===== src/rtl/serial_readout_pkg.sv =====
// serial_readout_pkg: shared defaults, sclk edge encoding and FSM state type
package serial_readout_pkg;

    localparam int DEF_DATA_W    = 16;
    localparam int DEF_ADDR_W    = 16;
    localparam int DEF_DEPTH     = 65536;
    localparam int DEF_MSB_FIRST = 1;

    localparam int EDGE_RISE = 0;
    localparam int EDGE_FALL = 1;

    // LOAD waits for word 0, PREF/CAPT capture the prefetched next word, RUN streams
    typedef enum logic [2:0] {
        S_IDLE,
        S_LOAD,
        S_PREF,
        S_RUN,
        S_CAPT
    } state_t;

endpackage


===== src/rtl/serial_readout_if.sv =====
// serial_readout_if: host serial pins plus word-memory read port
interface serial_readout_if
    import serial_readout_pkg::*;
#(
    parameter int DATA_W = DEF_DATA_W,
    parameter int ADDR_W = DEF_ADDR_W
) ();

    logic              sclk;
    logic              cs_n;
    logic [DATA_W-1:0] data;
    logic [ADDR_W-1:0] addr;
    logic              rd_en;
    logic              miso;
    logic              busy;
    logic              frame_done;

    modport master (
        output sclk, cs_n, data,
        input  addr, rd_en, miso, busy, frame_done
    );

    modport slave (
        input  sclk, cs_n, data,
        output addr, rd_en, miso, busy, frame_done
    );

endinterface


===== src/rtl/serial_readout_sync_edge.sv =====
// sync_edge: two-flop synchroniser with a history flop giving level, rise and fall
module sync_edge #(
    parameter logic HIST_RST = 1'b0
) (
    input  logic clk,
    input  logic rst,
    input  logic i_d,
    output logic o_level,
    output logic o_rise,
    output logic o_fall
);

    logic r_s1;
    logic r_s2;
    logic r_s3;

    // metastability stages followed by the history stage used for edge detection
    always_ff @(posedge clk) begin
        if (rst) begin
            r_s1 <= 1'b0;
            r_s2 <= 1'b0;
            r_s3 <= HIST_RST;
        end else begin
            r_s1 <= i_d;
            r_s2 <= r_s1;
            r_s3 <= r_s2;
        end
    end

    assign o_level = r_s2;
    assign o_rise  = r_s2 & ~r_s3;
    assign o_fall  = ~r_s2 & r_s3;

endmodule


===== src/rtl/serial_readout.sv =====
// serial_readout: streams memory words out on miso, one bit per active host sclk edge
module serial_readout
    import serial_readout_pkg::*;
#(
    parameter int DATA_W    = DEF_DATA_W,
    parameter int ADDR_W    = DEF_ADDR_W,
    parameter int DEPTH     = DEF_DEPTH,
    parameter int EDGE      = EDGE_RISE,
    parameter int MSB_FIRST = DEF_MSB_FIRST
) (
    input logic        clk,
    input logic        rst,
    serial_readout_if.slave bus
);

    localparam int                CNT_W     = $clog2(DATA_W + 1);
    localparam logic [ADDR_W-1:0] LAST_ADDR = ADDR_W'(DEPTH - 1);
    localparam logic [CNT_W-1:0]  LAST_BIT  = CNT_W'(DATA_W - 1);

    function automatic logic first_bit(input logic [DATA_W-1:0] v);
        return (MSB_FIRST != 0) ? v[DATA_W-1] : v[0];
    endfunction

    function automatic logic [DATA_W-1:0] advance(input logic [DATA_W-1:0] v);
        return (MSB_FIRST != 0) ? (v << 1) : (v >> 1);
    endfunction

    logic w_sclk_lvl, w_sclk_rise, w_sclk_fall, w_sclk_act;
    logic w_cs_lvl, w_cs_rise, w_cs_fall;

    state_t            r_state, w_state_nx;
    logic [ADDR_W-1:0] r_addr, w_addr_nx, w_addr_inc;
    logic              r_rd_en, w_rd_en_nx;
    logic              r_miso, w_miso_nx;
    logic              r_busy, w_busy_nx;
    logic              r_done, w_done_nx;
    logic              r_armed, w_armed_nx;
    logic [CNT_W-1:0]  r_cnt, w_cnt_nx;
    logic [DATA_W-1:0] r_shift, w_shift_nx, w_adv;
    logic [DATA_W-1:0] r_next, w_next_nx;
    logic              w_shifting;

    sync_edge #(.HIST_RST(1'b0)) u_sclk (
        .clk     (clk),
        .rst     (rst),
        .i_d     (bus.sclk),
        .o_level (w_sclk_lvl),
        .o_rise  (w_sclk_rise),
        .o_fall  (w_sclk_fall)
    );

    // cs_n history resets high so a low cs_n after reset reads as a fall that arming ignores
    sync_edge #(.HIST_RST(1'b1)) u_cs (
        .clk     (clk),
        .rst     (rst),
        .i_d     (bus.cs_n),
        .o_level (w_cs_lvl),
        .o_rise  (w_cs_rise),
        .o_fall  (w_cs_fall)
    );

    assign w_sclk_act = (w_sclk_rise | w_sclk_fall) & (w_sclk_lvl == (EDGE == EDGE_RISE));
    assign w_addr_inc = (r_addr == LAST_ADDR) ? '0 : r_addr + 1'b1;
    assign w_adv      = advance(r_shift);
    assign w_shifting = w_sclk_act && r_busy && (r_state != S_LOAD);

    // next-state and datapath: cs_n rise aborts first, then cs_n fall restarts, then shifting
    always_comb begin
        w_state_nx = r_state;
        w_addr_nx  = r_addr;
        w_rd_en_nx = 1'b0;
        w_miso_nx  = r_miso;
        w_busy_nx  = r_busy;
        w_done_nx  = 1'b0;
        w_armed_nx = r_armed | w_cs_lvl;
        w_cnt_nx   = r_cnt;
        w_shift_nx = r_shift;
        w_next_nx  = r_next;
        if (w_cs_rise) begin
            w_state_nx = S_IDLE;
            w_busy_nx  = 1'b0;
            w_miso_nx  = 1'b0;
            w_cnt_nx   = '0;
        end else if (w_cs_fall && r_armed) begin
            w_state_nx = S_LOAD;
            w_busy_nx  = 1'b1;
            w_addr_nx  = '0;
            w_rd_en_nx = 1'b1;
            w_cnt_nx   = '0;
        end else begin
            case (r_state)
                S_LOAD: begin
                    w_shift_nx = bus.data;
                    w_miso_nx  = first_bit(bus.data);
                    w_addr_nx  = w_addr_inc;
                    w_rd_en_nx = 1'b1;
                    w_state_nx = S_PREF;
                end
                S_PREF, S_CAPT: begin
                    w_next_nx  = bus.data;
                    w_state_nx = S_RUN;
                end
                default: ;
            endcase
            if (w_shifting) begin
                if (r_cnt == LAST_BIT) begin
                    w_shift_nx = r_next;
                    w_miso_nx  = first_bit(r_next);
                    w_cnt_nx   = '0;
                    w_addr_nx  = w_addr_inc;
                    w_rd_en_nx = 1'b1;
                    w_done_nx  = (r_addr == '0);
                    w_state_nx = S_CAPT;
                end else begin
                    w_shift_nx = w_adv;
                    w_miso_nx  = first_bit(w_adv);
                    w_cnt_nx   = r_cnt + 1'b1;
                end
            end
        end
    end

    // state and datapath registers
    always_ff @(posedge clk) begin
        if (rst) begin
            r_state <= S_IDLE;
            r_addr  <= '0;
            r_rd_en <= 1'b0;
            r_miso  <= 1'b0;
            r_busy  <= 1'b0;
            r_done  <= 1'b0;
            r_armed <= 1'b0;
            r_cnt   <= '0;
            r_shift <= '0;
            r_next  <= '0;
        end else begin
            r_state <= w_state_nx;
            r_addr  <= w_addr_nx;
            r_rd_en <= w_rd_en_nx;
            r_miso  <= w_miso_nx;
            r_busy  <= w_busy_nx;
            r_done  <= w_done_nx;
            r_armed <= w_armed_nx;
            r_cnt   <= w_cnt_nx;
            r_shift <= w_shift_nx;
            r_next  <= w_next_nx;
        end
    end

    assign bus.addr       = r_addr;
    assign bus.rd_en      = r_rd_en;
    assign bus.miso       = r_miso;
    assign bus.busy       = r_busy;
    assign bus.frame_done = r_done;

endmodule


===== src/flat_wrapper.sv =====
// flat-port wrapper written by rule: the top's interface ports become plain ports
module serial_readout_flat import serial_readout_pkg::*;
#(
    parameter int DATA_W    = DEF_DATA_W,
    parameter int ADDR_W    = DEF_ADDR_W,
    parameter int DEPTH     = DEF_DEPTH,
    parameter int EDGE      = EDGE_RISE,
    parameter int MSB_FIRST = DEF_MSB_FIRST
)
  (clk, rst, bus_sclk, bus_cs_n, bus_data, bus_addr, bus_rd_en, bus_miso, bus_busy, bus_frame_done);
  serial_readout_if #(.DATA_W(DATA_W), .ADDR_W(ADDR_W)) bus_i ();
  input logic clk;
  input logic rst;
  input wire logic [$bits(bus_i.sclk)-1:0] bus_sclk;
  input wire logic [$bits(bus_i.cs_n)-1:0] bus_cs_n;
  input wire logic [$bits(bus_i.data)-1:0] bus_data;
  output wire logic [$bits(bus_i.addr)-1:0] bus_addr;
  output wire logic [$bits(bus_i.rd_en)-1:0] bus_rd_en;
  output wire logic [$bits(bus_i.miso)-1:0] bus_miso;
  output wire logic [$bits(bus_i.busy)-1:0] bus_busy;
  output wire logic [$bits(bus_i.frame_done)-1:0] bus_frame_done;
  assign bus_i.sclk = bus_sclk;
  assign bus_i.cs_n = bus_cs_n;
  assign bus_i.data = bus_data;
  assign bus_addr = bus_i.addr;
  assign bus_rd_en = bus_i.rd_en;
  assign bus_miso = bus_i.miso;
  assign bus_busy = bus_i.busy;
  assign bus_frame_done = bus_i.frame_done;
  serial_readout #(.DATA_W(DATA_W), .ADDR_W(ADDR_W), .DEPTH(DEPTH), .EDGE(EDGE), .MSB_FIRST(MSB_FIRST)) u_core (.clk(clk), .rst(rst), .bus(bus_i));
endmodule

===== config.mk =====
export PLATFORM = sky130hd
export DESIGN_NAME = serial_readout_flat
export DESIGN_NICKNAME = d
export VERILOG_FILES = /design/src/rtl/serial_readout_pkg.sv /design/src/rtl/serial_readout_if.sv /design/src/rtl/serial_readout_sync_edge.sv /design/src/rtl/serial_readout.sv /design/src/flat_wrapper.sv
export SDC_FILE = /design/constraint.sdc
export NUM_CORES = 1
export LEC_CHECK = 0
export BUFFER_PORTS_ARGS = -buffer_cell sky130_fd_sc_hd__buf_2
export CAP_MARGIN = 20
export CORE_MARGIN = 2
export CORE_UTILIZATION = 35
export DETAILED_ROUTE_END_ITERATION = 16
export PLACE_DENSITY = 0.56
export REMOVE_ABC_BUFFERS = 1
export SYNTH_ARGS = -nofsm -noshare
export SYNTH_HDL_FRONTEND = slang
export SYNTH_HIERARCHICAL = 1
export SYNTH_SLANG_ARGS = --single-unit

===== constraint.sdc =====
create_clock -name clk -period 2.5 [get_ports clk]
set_input_delay 0.375 -clock clk [delete_from_list [all_inputs] [get_ports clk]]
set_output_delay 0.375 -clock clk [all_outputs]
set_load 0.01 [all_outputs]

## After elaboration in Yosys (flattened, before gate mapping)

Index checks and enable logic that the tools add are counted.

- Bits of input ports: 20
- Word-level logic and storage cells: 72
- Output and inout port bits: 20
- Flip-flop bits (word level): 66

- Reductions and logical operators: 12
- Equality and inequality tests: 6
- Multiplexer cells: 20
- Bitwise gates (word level): 15
- $add $sub $neg: 2

Operators by type and width:

| operator | count |
|---|---|
| 2-to-1 mux 16 bit | 5 |
| 2-to-1 mux 15 bit | 3 |
| adder 16 x 1 -> 16 bit, second input constant | 1 |
| == test 16 bit, second input constant | 1 |
| zero test 16 bit | 1 |
| 2-to-1 mux 1 bit | 8 |
| NOT 1 bit | 8 |
| 2-to-1 mux 3 bit | 2 |
| case mux 3 bit (2 select lines) | 1 |
| AND reduction 3 bit | 2 |
| adder 5 x 1 -> 5 bit, second input constant | 1 |
| AND 1 bit | 5 |
| == test 5 x 4 -> 1 bit, second input constant | 1 |
| 2-to-1 mux 5 bit | 1 |
| OR reduction 5 bit | 1 |
| OR reduction 2 bit | 2 |
| == test 3 x 1 -> 1 bit, second input constant | 1 |
| == test 3 x 2 -> 1 bit, second input constant | 1 |
| == test 3 bit, second input constant | 1 |
| logical AND 1 bit | 3 |
| != test 3 x 1 -> 1 bit, second input constant | 1 |
| OR reduction 3 bit | 1 |
| bitwise OR 1 bit | 2 |
| AND reduction 2 bit | 1 |
| nonzero test 2 bit | 1 |

## Longest topological paths before layout

- Depth in word-level cells: 8
- Mapped depth: 8
- Depth with buffers taken out: 6

## Hierarchy

Netlist, hierarchy kept.

By module, submodules not included:

| module | area an instance (µm²) | sequential area each (µm²) | cells an instance | instances |
|---|---|---|---|---|
| serial_readout | 2947.8 | 1201.2 | 365 | 1 |
| sync_edge (u_core.u_cs) | 92.6 | 60.1 | 8 | 1 |
| sync_edge (u_core.u_sclk) | 91.3 | 60.1 | 8 | 1 |

## Worst setup path after synthesis

Ideal clock, no wire load.

- Path type: flip-flop to flip-flop
- From: reg u_core.u_cs.r_s2 (netlist: u_core/u_cs/o_level)
- To: reg u_core.r_addr[5] (netlist: u_core/bus.addr[5])
- Setup time: 79 ps
- Data arrival time: 1837 ps
- Stages on the path, launching flop included: 8
- Setup slack: 585 ps
- Path buffers: 1
- Data required time: 2421 ps
- Clock period less this slack: 1915 ps
- Cell sequence: dfxtp_1 -> and2b_1 -> and2_1 -> buf_2 -> or3_1 -> a21o_1 -> or4_1 -> o211ai_1

- Longest elaborated chain between the ends: 4
- Elaborated cells on any way between the ends: 5
- Those cells by class: mux (1); bitwise (3); reduce/logical (1)

RTL lines:

| element | RTL line | RTL |
|---|---|---|
| from (decl) | serial_readout_sync_edge.sv:14 | `logic r_s2;` |
| from (signal assigned) | serial_readout_sync_edge.sv:25 | `r_s2 <= r_s1;` |
| NOT 1 bit | serial_readout_sync_edge.sv:32 | `assign o_fall = ~r_s2 & r_s3;` |
| AND 1 bit | serial_readout_sync_edge.sv:32 |  |
| named net u_core.w_cs_fall | serial_readout.sv:29 | `logic w_cs_lvl, w_cs_rise, w_cs_fall;` |
| logical AND 1 bit | serial_readout.sv:84 | `end else if (w_cs_fall && r_armed) begin` |
| 2-to-1 mux 16 bit | serial_readout.sv:84 |  |
| to (signal assigned) | serial_readout.sv:138 | `r_addr <= w_addr_nx;` |
| to (decl) | serial_readout.sv:32 | `logic [ADDR_W-1:0] r_addr, w_addr_nx, w_addr_inc;` |

The timed path passes the listed nets, and every way through them passes these cells.
A chain may end at the register's enable or synchronous reset.

## Final worst setup path

- From: reg u_core.r_state[1]
- To: reg u_core.r_addr[5] (netlist: u_core/bus.addr[5])

- Longest elaborated chain between the ends: 5
- Elaborated cells on any way between the ends: 7
- Those cells by class: eq/ne (2); mux (4); reduce/logical (1)

RTL lines:

| element | RTL line | RTL |
|---|---|---|
| from (decl) | serial_readout.sv:31 | `state_t r_state, w_state_nx;` |
| from (signal assigned) | serial_readout.sv:137 | `r_state <= w_state_nx;` |
| == test 3 x 1 -> 1 bit | serial_readout.sv:91 | `case (r_state)` |
| 2-to-1 mux 16 bit | serial_readout.sv:91 |  |
| 2-to-1 mux 16 bit | serial_readout.sv:106 | `if (r_cnt == LAST_BIT) begin` |
| 2-to-1 mux 16 bit (*) | serial_readout.sv:105 | `if (w_shifting) begin` |
| 2-to-1 mux 16 bit (*) | serial_readout.sv:84 |  |

Every way passes the cells marked *; elsewhere a longest branch is shown, timed or not.

==> flow_metrics.tcl <==
set metrics [dict create \
    synth_top_area_share 0.4219 \
    dieArea_um2 9721 \
    area_delta_synth_final_pct 14.74 \
    fin_crit_sh 0.8055 \
    drive_above_1_share 0.1801 \
    initial_core_util 0.3609 \
    post-route-util 0.4141 \
    r2r.worst_path.cells 5 \
    syn-mean-instance-area_um2 8.220 \
    ant_nets 0 \
    hp-class "input port to flip-flop" \
    htreeDepth 3 \
    firstDrtPassIters 4 \
    synth_area_leader_cell "dfxtp_1" \
    finalHoldViolCount 0 \
    seq_area_frac_synth 0.4219 \
    synth-xor-area-share 0.008390 \
    grt_pass1_wl_um 12680 \
    ir_worst_vdd_mv 0.2656 \
    cts_tree "built" \
    io_pins 40 \
    avgViaCountPerCell 5.340 \
    pre_cts_ws_ps 530.8 \
    synth_top_family_by_area "simple AND/OR/NAND/NOR gates" \
    placed_area_um2 3417 \
    post_cts_buffers 0 \
    fin_ws_ps 486.1 \
    grt_overflow_total 0 \
    cp.required_ps 2770 \
    portBuffers 39 \
    crit_path_start_kind "flip-flop" \
    crit_arrival_ps 2280 \
    die_h_um 98.60 \
    cts-root-buf "clkbuf_8" \
    grt_max_degree 49 \
    powerDensity_nw_per_um2 577.2 \
    worst_skew_pair.late_latency_ps 360 \
    netlist_area_um2 3132 \
    p_leak_uw 0.001244 \
    min_from "bus_sclk" \
    synth_edf_count 0 \
    holdPathStages 2 \
    num-nets-final 440 \
    drt_iter0_drc 217 \
    path_max_fanout 13 \
    ys_ff_latch 66 \
    setup_violations 0 \
    yosys.area_share.simple 0.2617 \
    antenna_found_initial 0 \
    yosysWarnings 6 \
    r2r_end "u_core/bus.addr[5]" \
    first_global_vias 2658 \
    fillers 928 \
    regToRegSetupSlack_ps 490 \
    drc 0 \
    cts.sink_count 66 \
    hold_path_end "u_core/u_sclk/r_s1" \
    cts_hold_buf 0 \
    place_congestion 0.8335 \
    clock_path_buffers 2 \
    synth_fa_ha_area_frac 0.01199 \
    chipWidth_um 98.60 \
    p_total_uw 2074 \
    worst_setup_path_end_kind "flip-flop" \
    core_um2 8678 \
    drv_cap 0 \
    wl_per_cell_um 13.82 \
    clk_pin_slew_worst_paths_ps 70 \
    worst_slew_pin_slew_ps 671.2 \
    critical_path_class "flip-flop to flip-flop" \
    min_period_ps 2014 \
    timing.rr.start "u_core/r_state[1]" \
    syn_inst 381 \
    diodes 0 \
    hpwl_um 4864 \
    grt_usage 0.1580 \
    vias 2830 \
    run_status "finished, final reports clean" \
    async_reset_ff_frac 0 \
    rows 34 \
    finalWirelength_um 7322 \
    synth_top_flop_cell "dfxtp_1" \
    finalClockSkew_ps 12.47 \
    max_freq_mhz 496.6 \
    slew_viol_final 0 \
    cts_buffers 9 \
    yosys-top-cells-area "dfxtp_1 (42%), a21oi_1 (6.7%), nor2_1 (6.1%)" \
    ctsResizeCount 0 \
    setup_tns_ps 0 \
    synth_compound_gate_area_share 0.1914 \
    synth_mux_area_frac 0.05793 \
    synth.distinct_cells 56 \
    grt_setup_unrepaired "false" \
    fin_area_um2 3593 \
    relSlewSlack 0.5491 \
]
## critical path, stage by stage (launching register included)
cell and delay [ps]:
dfxtp_1 500, or3b_1 360, o21ai_4 190, a21o_1 290
or4_1 490, o211ai_1 110
## cells in the final DEF (no fill, tap or decap), drive strengths merged, types with 3 or more instances in the layout
master    instances
a211oi           15
a21oi            44
a31oi             5
and2              5
buf              49
clkbuf            9
clkinvlp          4
dfxtp            66
ha                3
inv               8
mux2i            17
nand2            43
nand2b            4
nand3            16
nand4             8
nor2             51
nor2b            10
nor3              9
nor4              5
o211ai            3
o21ai            13
or3               3
or4               3
## state kept, by name, indices dropped and copies added, names as in the netlist
| name | flops |
|---|---|
| u_core/u_cs/o_level | 1 |
| u_core/bus.rd_en | 1 |
| u_core/r_armed | 1 |
| u_core/u_sclk/o_level | 1 |
| u_core/u_sclk/r_s3 | 1 |
| u_core/bus.frame_done | 1 |
| u_core/r_cnt | 5 |
| u_core/r_state | 3 |
| u_core/u_cs/r_s3 | 1 |
| u_core/r_shift | 15 |
| u_core/u_cs/r_s1 | 1 |
| u_core/u_sclk/r_s1 | 1 |
| u_core/r_next | 16 |
| u_core/bus.miso | 1 |
| u_core/bus.addr | 16 |
| u_core/bus.busy | 1 |
## synth_stat cells, drive strengths merged, types with 2 or more instances
| cell | count |
|---|---|
| a21oi | 44 |
| o22ai | 2 |
| a31oi | 5 |
| a211oi | 15 |
| inv | 6 |
| or3 | 3 |
| dfxtp | 66 |
| nor4 | 5 |
| clkbuf | 9 |
| nand4b | 2 |
| buf | 15 |
| a41oi | 2 |
| mux2i | 17 |
| ha | 3 |
| o211ai | 3 |
| or4 | 3 |
| o21ai | 13 |
| nand4 | 8 |
| nand3 | 16 |
| nor2b | 10 |
| nand2b | 4 |
| xor2 | 2 |
| nor3 | 9 |
| and2 | 5 |
| nand2 | 43 |
| nor2 | 51 |
| or2 | 2 |
## per-layer routing
metal | track usage | vias up | share of wire
met3 | 0.03191 | 12 | 0.046
met5 | 0 | - | 0
met2 | 0.2428 | 69 | 0.45
met4 | 0.06217 | 0 | 0.018
met1 | 0.2186 | 1320 | 0.49
li1 | - | 1429 | -
## power breakdown
group	leakage, µW	internal [µW]	switching [µW]
registers	0.000534	1080	19.5
logic	0.000631	66.9	94.3
clock network	0.0000783	364	450
total	0.00124	1510	563
## cell families after synthesis
logic type	Yosys count
multiplexers	18
buffers and inverters	30
AND/OR/NAND/NOR	166
XOR/XNOR	3
AO/OA/AOI/OAI	95
flip-flops	66
adder cells (fa/ha/maj)	3
## metrics by stage
stage | instances | hold WS (ps)
finish | 530 | 232.2
global placement | 514 | 428.0
detailed placement | 514 | 429.5
CTS | 530 | 212.8
global route | 530 | 236.1
floorplan | 357 | 413.8
## layout make-up
cell class | count | area [µm²] | area share
multi-input cells | 285 | 1668 | 0.4641
flip-flops and latches | 66 | 1321 | 0.3677
repair buffers | 49 | 270.3 | 0.07521
well taps | 108 | 135.1 | 0.03760
clock buffers | 9 | 123.9 | 0.03447
clock inverters | 7 | 52.55 | 0.01462
inverters | 6 | 22.52 | 0.006267
## how the worst max path moves through the flow
stage / from / to / slack, ps / cells after the start
final: u_core/r_state[1] / u_core/bus.addr[5] / 490 / 5
after global routing: u_core/r_state[1] / u_core/bus.miso / 260 / 4
after CTS: u_core/r_state[1] / u_core/bus.addr[5] / 510 / 5
after detailed placement: u_core/r_state[1] / u_core/bus.miso / 530 / 4
after global placement: u_core/u_cs/o_level / u_core/bus.addr[5] / 580 / 6
after floorplan: u_core/r_state[1] / u_core/r_shift[13] / 60 / 4
Power figures use the tool's default switching activity.
